<file path="src/rtl/step_sequence_controller.sv">
// Front-end controller for the two-switch sequence detector: debounces the step button,
// queues {sw1,sw2} symbols, feeds the detector, counts verdicts and enforces failure lockout.
module step_sequence_controller #(
  parameter int unsigned DEBOUNCE_DELAY = 500000,
  parameter int unsigned FIFO_DEPTH     = 4,
  parameter int unsigned MAX_FAILS      = 3,
  parameter int unsigned LOCK_CYCLES    = 50000000
) (
  input  logic       clk,
  input  logic       reset,
  input  logic       button,
  input  logic       sw1,
  input  logic       sw2,
  output logic       sym_valid,
  output logic [1:0] sym_data,
  input  logic       sym_ready,
  input  logic       det_done,
  input  logic       det_match,
  output logic       det_clear,
  output logic       locked,
  output logic [7:0] outleds
);

  localparam int unsigned DB_W  = $clog2(DEBOUNCE_DELAY + 1);
  localparam int unsigned PTR_W = (FIFO_DEPTH > 1) ? $clog2(FIFO_DEPTH) : 1;
  localparam int unsigned CNT_W = $clog2(FIFO_DEPTH + 1);

  localparam logic [DB_W-1:0]  DB_MAX    = DB_W'(DEBOUNCE_DELAY);
  localparam logic [DB_W-1:0]  DB_ONE    = DB_W'(1);
  localparam logic [CNT_W-1:0] DEPTH_C   = CNT_W'(FIFO_DEPTH);
  localparam logic [CNT_W-1:0] CNT_ONE   = CNT_W'(1);
  localparam logic [PTR_W-1:0] PTR_ONE   = PTR_W'(1);
  localparam logic [1:0]       MAX_F     = 2'(MAX_FAILS);
  localparam logic [31:0]      LOCK_LAST = 32'(LOCK_CYCLES - 1);

  typedef enum logic [1:0] {
    IDLE,
    FEED,
    CLEAR,
    LOCKOUT
  } state_t;

  state_t state, state_next;

  // Debounce
  logic            sync1, sync2;
  logic [DB_W-1:0] db_cnt;
  logic            pressed;
  logic            press_pulse;

  assign pressed     = !sync2;
  assign press_pulse = pressed && (db_cnt == DB_MAX - DB_ONE);

  always_ff @(posedge clk) begin
    if (!reset) begin
      sync1  <= 1'b1;
      sync2  <= 1'b1;
      db_cnt <= '0;
    end else begin
      sync1 <= button;
      sync2 <= sync1;
      if (!pressed)
        db_cnt <= '0;
      else if (db_cnt != DB_MAX)
        db_cnt <= db_cnt + DB_ONE;
    end
  end

  // Symbol FIFO
  logic [1:0]       mem [FIFO_DEPTH];
  logic [PTR_W-1:0] wr_ptr, rd_ptr;
  logic [CNT_W-1:0] count;
  logic             overflow;
  logic             push_req, push_ok, pop;
  logic             fifo_empty;

  assign fifo_empty = (count == '0);
  // CLEAR flushes the FIFO, so a press landing there is discarded rather than queued.
  assign push_req   = press_pulse && (state != LOCKOUT) && (state != CLEAR);
  assign pop        = sym_valid && sym_ready;
  assign push_ok    = push_req && ((count != DEPTH_C) || pop);
  assign sym_data   = sym_valid ? mem[rd_ptr] : '0;

  always_ff @(posedge clk) begin
    if (push_ok)
      mem[wr_ptr] <= {sw1, sw2};
  end

  always_ff @(posedge clk) begin
    if (!reset) begin
      wr_ptr   <= '0;
      rd_ptr   <= '0;
      count    <= '0;
      overflow <= 1'b0;
    end else if (state == CLEAR) begin
      wr_ptr   <= '0;
      rd_ptr   <= '0;
      count    <= '0;
      overflow <= 1'b0;
    end else begin
      if (push_ok)
        wr_ptr <= wr_ptr + PTR_ONE;
      if (pop)
        rd_ptr <= rd_ptr + PTR_ONE;
      if (push_ok && !pop)
        count <= count + CNT_ONE;
      else if (pop && !push_ok)
        count <= count - CNT_ONE;
      if (push_req && !push_ok)
        overflow <= 1'b1;
    end
  end

  // Verdict counters and lockout timer
  logic [3:0]  match_count, match_next;
  logic [1:0]  fail_count, fail_next;
  logic [31:0] lock_timer, timer_next;

  always_ff @(posedge clk) begin
    if (!reset) begin
      state       <= IDLE;
      match_count <= '0;
      fail_count  <= '0;
      lock_timer  <= '0;
      outleds     <= '0;
    end else begin
      state       <= state_next;
      match_count <= match_next;
      fail_count  <= fail_next;
      lock_timer  <= timer_next;
      outleds     <= {match_count, (state == LOCKOUT), overflow, fail_count};
    end
  end

  always_comb begin
    state_next = state;
    match_next = match_count;
    fail_next  = fail_count;
    timer_next = '0;
    sym_valid  = 1'b0;
    det_clear  = 1'b0;
    locked     = 1'b0;
    case (state)
      IDLE: begin
        if (!fifo_empty)
          state_next = FEED;
      end
      FEED: begin
        sym_valid = !fifo_empty;
        if (det_done) begin
          if (det_match) begin
            match_next = match_count + 4'd1;
            fail_next  = '0;
            state_next = CLEAR;
          end else if (fail_count + 2'd1 == MAX_F) begin
            fail_next  = MAX_F;
            state_next = LOCKOUT;
          end else begin
            fail_next  = fail_count + 2'd1;
            state_next = CLEAR;
          end
        end
      end
      CLEAR: begin
        det_clear  = 1'b1;
        state_next = IDLE;
      end
      LOCKOUT: begin
        locked    = 1'b1;
        det_clear = 1'b1;
        // Timer starts at 0 on entry, so LOCKOUT lasts exactly LOCK_CYCLES cycles.
        if (lock_timer == LOCK_LAST) begin
          fail_next  = '0;
          state_next = CLEAR;
        end else begin
          timer_next = lock_timer + 32'd1;
        end
      end
      default: state_next = IDLE;
    endcase
  end

endmodule

</file>
<file path="config.mk">
export PLATFORM = sky130hd
export DESIGN_NAME = step_sequence_controller
export DESIGN_NICKNAME = d
export VERILOG_FILES = /design/src/rtl/step_sequence_controller.sv
export SDC_FILE = /design/constraint.sdc
export NUM_CORES = 1
export LEC_CHECK = 0
export BUFFER_PORTS_ARGS = -buffer_cell sky130_fd_sc_hd__buf_2
export CORE_MARGIN = 2
export CORE_UTILIZATION = 55
export DETAILED_ROUTE_END_ITERATION = 10
export GPL_ROUTABILITY_DRIVEN = 0
export PLACE_DENSITY = 0.83
export SYNTH_ARGS = -nofsm -noshare
export SYNTH_HDL_FRONTEND = slang
export SYNTH_SLANG_ARGS = --single-unit
</file>
<file path="constraint.sdc">
create_clock -name clk -period 3.3 [get_ports clk]
set_clock_uncertainty 0.15 [all_clocks]
set_input_delay 0.66 -clock clk [delete_from_list [all_inputs] [get_ports clk]]
set_output_delay 0.66 -clock clk [all_outputs]
set_load 0.01 [all_outputs]
</file>
==> metrics.yaml, run 1 <==
timing:
  fmax_mhz: 355.5
  fin_crit_ns: 2.813
  finalSetupViolations: 0
  max_slew_margin_pct: 49.05
  worst_slew_pin_slew_ns: 0.7579
  hold_viol_final: 0
  slew_viol_final: 0
  finalCritPeriodShare_pct: 85.24
  grt_setup_unrepaired: "no"
  tns_ns: 0
global_route:
  grt_overflow: 0
  grt_antenna_before_repair: 0
  grt.busiest_layer: "met2"
  grt_pass1_vias: 2967
  grtUsageMet1_pct: 26.68
  grt_usage_pct: 20.32
  grt_max_degree: 23
  grt_use_met3_pct: 3.688
  grtUsageMet2_pct: 33.14
  grt_pass1_wl_mm: 13.48
clock_tree:
  clk_pin_slew_ns: 0.09
  clock_path_buffers: 2
  hold_buffers: 0
  clk_latency_ns: 0.36
  cts-buffers-inserted: 9
  postCtsResizedCells: 0
  h-tree-depth: 3
  clock_sinks: 87
  clockRootBuffer: "clkbuf_8"
  cts_tree: "yes"
  cts_setup_buffers: 0
synthesis:
  yosys-mux-area-fraction_pct: 1.848
  mappedNetlistNets: 458
  netlist-cell-type-count: 50
  synth_compound_area_share_pct: 11.70
  synth_edf_count: 8
  ys.flop_type: "dfxtp_1"
  synthXorXnorAreaFrac_pct: 5.390
  synth_top_family_by_area: "simple AND/OR/NAND/NOR gates"
  syn_area_per_cell_um2: 9.254
  syn-cell-area_mm2: 0.004063
  async_flop_share_pct: 0
  synthAdderAreaFrac_pct: 3.573
  yosys.area_share.simple_pct: 28.86
  synth_seq_area_share_pct: 44.84
  synthCells: 439
  yosysWarnings: 0
  ys_ff_latch: 87
die:
  die_area_mm2: 0.008090
  initial_core_util_pct: 56.31
  core_area_mm2: 0.007214
  rows: 31
  io_pins: 21
  fp.dieH_um: 89.95
  die_x_um: 89.95
setup_path:
  critPathCaptureType: "flip-flop"
  worstSetupPathType: "reg -> reg"
  cp.required_ns: 3.44
  crit_fanout: 6
  worst_r2r_startpoint: "db_cnt[1]"
  worstSetupStartpointType: "flip-flop"
  arrival_ns: 2.95
  critPathLaunch: "db_cnt[1]"
drt:
  wl_mm: 8.026
  post-route-drc-count: 0
  postRouteAntennaNets: 0
  wl_per_cell_um: 14.41
  avgViaCountPerCell: 5.971
  vias: 3326
  firstDrtPassIters: 4
  drt-initial-drc-count: 287
pwr:
  powerDensity_mw_per_mm2: 413.2
  leakagePower_nw: 1.506
  vdd_ir_drop_max_mv: 0.1763
worst_hold_path:
  hold_path_class: "reg -> reg"
  hp-start: "sync1"
cells_and_area:
  synthToLayoutAreaGrowth_pct: 8.500
  drive_above_1_share_pct: 11.14
  n_antenna_cell: 0
  final_area_mm2: 0.004408
  fillers: 598
  finalNonFillerCells: 557
  layout.nets: 472
run:
  maxCapViolations: 0
outcome:
  status: "finished clean"
place:
  dp_cells: 541
  portBuffers: 20
  placed_area_mm2: 0.004212
  dp_hpwl_mm: 5.624
## per-stage QoR
step                power, mW  hold WS, ns  setup WS, ns  util [%]
floorplan               1.099       0.2363        0.7058         -
global placement        1.108       0.2872        0.5345     58.38
detailed placement      1.109       0.2900        0.4619     58.38
CTS                     1.834       0.3058        0.4870     61.10
global route            1.883       0.3172        0.2573     61.10
finish                  1.821       0.3086        0.4870     61.10
## worst max-delay path, stage by stage (launching register included)
cell     delay, ns
dfxtp_1       0.41
ha_1          0.27
nand4_1       0.16
a311o_1       0.38
nor2_1        0.13
ha_1          0.21
inv_1         0.06
fa_1          0.37
xor2_1        0.17
or3_1         0.30
a21oi_1       0.13
## layer usage
layer  wire length (um)  share of wire (%)
met4                155                1.9
met5                  0                  0
met1               3601                 45
met2               3925                 49
met3                343                4.3
## layout make-up
class / count / area, um^2 / area share, %
clock buffers: 9 / 123.9 / 2.810
repair buffers: 23 / 122.6 / 2.782
flip-flops and latches: 87 / 1822 / 41.33
inverters: 15 / 56.30 / 1.277
multi-input cells: 317 / 2087 / 47.35
clock inverters: 7 / 72.57 / 1.646
well taps: 99 / 123.9 / 2.810
## cell usage in the layout, fill, tap and decap left out, types with 14 or more instances in the layout
| cell type | n |
|---|---|
| nor3_1 | 17 |
| or3_1 | 15 |
| nand4_1 | 22 |
| xor2_1 | 20 |
| buf_2 | 20 |
| inv_1 | 14 |
| a21oi_1 | 21 |
| dfxtp_1 | 79 |
| nor2_1 | 26 |
| a211oi_1 | 16 |
| nand2_1 | 24 |
| o21ai_0 | 24 |
| nand3_1 | 20 |
## sequential cells by signal, indices dropped and copies added, names as in the netlist, named ones only
| register | count |
|---|---|
| rd_ptr | 2 |
| sync2 | 1 |
| db_cnt | 19 |
| wr_ptr | 2 |
| fail_count | 2 |
| count | 3 |
| outleds | 8 |
| lock_timer | 32 |
| sync1 | 1 |
| mem | 8 |
| state | 2 |
| overflow | 1 |
| match_count | 4 |
## path summary, 6_finish.rpt
check | endpoint | slack [ns] | cells past startpoint
worst min-delay path | sync2 | 0.31 | 1
worst min register to register | sync2 | 0.31 | 1
worst max register to register | count[2] | 0.49 | 10
worst max-delay path | count[2] | 0.49 | 10
## synth_stat cells (all sizes together), types with 8 or more instances
master   n  area (um^2)
a211oi  17        132.6
a21oi   21        105.1
and2    12        75.07
and3    15        97.59
and4    12        105.1
clkbuf  16        60.06
dfxtp   79         1582
edfxtp   8        240.2
ha      10        125.1
inv     14        52.55
nand2   24        90.09
nand3   20        100.1
nand4   24        171.4
nor2    26        97.59
nor3    18        95.09
o21ai   25        125.1
or3     15        93.84
or4     11        90.08
xor2    20        175.2
## logic make-up after synthesis
| family | Yosys count |
|---|---|
| and+or+nand+nor | 199 |
| DFF | 87 |
| AOI/OAI and AO/OA | 77 |
| buffers and inverters | 35 |
| xor gates and xnor gates | 25 |
| adders and majority gates | 11 |
| muxes | 5 |
## power breakdown
| group | total, mW | internal [mW] | switching [mW] |
|---|---|---|---|
| sequential | 1.07 | 1.07 | 0.000852 |
| clock | 0.737 | 0.351 | 0.386 |
| combinational | 0.0185 | 0.00571 | 0.0128 |
(Power assumes the default switching activity.)
==> inputs of run 2 (changes only) <==
- ABC_AREA: default -> 1
- clock period: 3.3 -> 2.8 ns (I/O delays scaled with it)
==> metrics.yaml, run 2 <==
global_route:
  grt_overflow: 0  # unchanged
  grt_pass1_vias: 3540  # +19%
  grt_usage_pct: 21.83  # +1.5 points
  grt_antenna_before_repair: 0  # unchanged
  grt_pass1_wl_mm: 15.05  # +12%
  grt_max_degree: 33  # +43%
clock_tree:
  cts_setup_buffers: 0  # unchanged
  cts_tree: "yes"
  cts-buffers-inserted: 9  # unchanged
  h-tree-depth: 3  # unchanged
  clock_path_buffers: 2  # unchanged
  clockRootBuffer: "clkbuf_8"
  clk_latency_ns: 0.37  # about the same
  clk_pin_slew_ns: 0.10  # about the same
  clock_sinks: 87  # unchanged
timing:
  tns_ns: 0  # unchanged
  slew_viol_final: 0  # unchanged
  finalCritPeriodShare_pct: 90.01  # +4.8 points
  fmax_mhz: 396.8  # +12%
  fin_crit_ns: 2.520  # -0.2929 ns
  hold_viol_final: 0  # unchanged
  hold_slack_ns: 0.2507  # -0.05792 ns
  worst_slew_pin_slew_ns: 0.6393  # -0.1187 ns
  grt_setup_unrepaired: "no"
  finalSetupViolations: 0  # unchanged
  fin_ws_ns: 0.2799  # -0.2071 ns
  max_slew_margin_pct: 57.23  # +8.2 points
drt:
  drt-initial-drc-count: 178  # -38%
  vias: 3745  # +13%
  wl_mm: 8.736  # +8.8%
  postRouteAntennaNets: 0  # unchanged
  wl_per_cell_um: 12.05  # -16%
  post-route-drc-count: 0  # unchanged
  firstDrtPassIters: 5  # +1
  avgViaCountPerCell: 5.166  # -13%
synthesis:
  mappedNetlistNets: 611  # +33%
  ys_ff_latch: 87  # unchanged
  synth_seq_area_share_pct: 42.35  # -2.5 points
  yosysMostFrequentCell: "nand2_1"
  yosysTopAreaCell: "dfxtp_1"
  synth_common_cells: "134 x nand2_1, 91 x nor2_1, 79 x dfxtp_1, 79 x inv_1, 45 x a21oi_1"
  yosysWarnings: 0  # unchanged
  async_flop_share_pct: 0  # unchanged
  syn-cell-area_mm2: 0.004302  # +5.9%
  netlist.area_leader.share_pct: 36.77  # -2.2 points
  netlist-cell-type-count: 34  # -32%
  ys.flop_type: "dfxtp_1"
  synthCells: 592  # +35%
  synth_area_leaders: "dfxtp_1 37%, nand2_1 12%, nor2_1 7.9%"
  synth_edf_count: 8  # unchanged
  syn_area_per_cell_um2: 7.266  # -21%
cells_and_area:
  finalNonFillerCells: 725  # +30%
  max_flop_register: "lock_timer"
  largest_reg_flops: 32  # unchanged
  layout_commonest_cell: "nand2_1"
  seqCellArea_mm2: 0.001824  # +0.14%
  final_cell_mix: "133 x nand2_1, 90 x nor2_1, 79 x inv_1"
  reg.largest.list: "lock_timer x32, db_cnt x19"
  drive_above_1_share_pct: 12.84  # +1.7 points
  fillers: 695  # +16%
  synthToLayoutAreaGrowth_pct: 9.133
  n_antenna_cell: 0  # unchanged
  layout.nets: 637  # +35%
  final_area_mm2: 0.004695  # +6.5%
  fin_util_pct: 61.39  # +0.29 points
  multiInputGateArea_mm2: 0.002122  # +1.7%
worst_hold_path:
  hold_path_class: "in -> reg"
setup_path:
  crit_fanout: 8  # +2
  r2r_setup_slack_ns: 0.28  # -0.21 ns
  worstSetupPathType: "reg -> reg"
  worstSetupStartpointType: "flip-flop"
  critPathCaptureType: "flip-flop"
  cp.required_ns: 2.96  # -0.48 ns
  arrival_ns: 2.68  # -0.27 ns
pwr:
  p_total_mw: 2.126  # +17%
  leakagePower_nw: 1.656  # +10%
  vdd_ir_drop_max_mv: 0.2773  # +57%
  powerDensity_mw_per_mm2: 452.8  # +9.6%
place:
  dp_cells: 709  # +31%
  dp_hpwl_mm: 6.541  # +16%
  portBuffers: 20  # unchanged
  dp_slack_ns: 0.1623  # -0.2996 ns
  placed_area_mm2: 0.004488  # +6.6%
die:
  rows: 32  # +3.2%
  initial_core_util_pct: 56.25  # -0.063 points
  fp.dieH_um: 92.44  # +2.8%
  die_area_mm2: 0.008544  # +5.6%
  die_x_um: 92.44  # +2.8%
  core_area_mm2: 0.007647  # +6.0%
  io_pins: 21  # unchanged
run:
  maxCapViolations: 0  # unchanged
outcome:
  status: "finished clean"
[run 2: kinds of logic (layout without fill, tap and decap cells)]
kind of cell | after synthesis | count (layout) | synth area share [%]
AND/OR/NAND/NOR | 314 | 314 | 33.65
multiplexers | 1 | 1 | 0.2327
buffers and inverters | 92 | 123 | 8.551
flip-flops | 87 | 87 | 42.35
AO/OA/AOI/OAI | 70 | 70 | 8.377
adder cells (fa/ha/maj) | 11 | 11 | 3.374
XOR/XNOR | 17 | 17 | 3.461
[run 2: final timing paths]
path / start / cells past startpoint / endpoint
setup / recovery: db_cnt[0] / 14 / count[2]
hold / removal: button / 2 / sync1
setup reg to reg: db_cnt[0] / 14 / count[2]
hold reg to reg: sync1 / 1 / sync2
[run 2: area by class of cell]
type                            count  share of cell area, %
Clock buffer                       11                  3.252
Inverter                           87                  6.956
Timing Repair Buffer               20                  2.132
Multi-Input combinational cell    413                  45.20
Clock inverter                      5                 0.8795
Sequential cell                    87                  38.86
Tap cell                          102                  2.719
[run 2: timing repair]
action / CTS / global route
setup endpoints to repair: 0 / 1
gates resized for setup: 0 / 5
hold buffers: 0 / 0
[run 2: worst max-delay path, stage by stage, from the launching register on]
cell and delay, ns:
dfxtp_2 0.37, ha_1 0.18, nand2_2 0.11, nor2_2 0.13
nand2_1 0.10, nor2_4 0.14, nand3_4 0.12, inv_1 0.08
ha_1 0.13, inv_1 0.06, fa_1 0.37, a21oi_1 0.14
o21ai_0 0.12, a21oi_1 0.14, o21a_1 0.13
[run 2: report_power, final]
| part | leakage, nW | internal, mW | switching (mW) |
|---|---|---|---|
| clock network | 0.0913 | 0.383 | 0.462 |
| registers | 0.709 | 1.26 | 0.00126 |
| logic | 0.855 | 0.00756 | 0.0164 |
[run 2: per-layer routing]
| metal | vias up | track usage (%) | routed length [um] | share of wire, % |
|---|---|---|---|---|
| met3 | 22 | 4.882 | 421 | 4.8 |
| met4 | 0 | 9.328 | 213 | 2.4 |
| met5 | - | 0 | 0 | 0 |
| met1 | 1696 | 26.08 | 3848 | 44 |
| met2 | 101 | 37.65 | 4253 | 49 |
| li1 | 1926 | - | - | - |
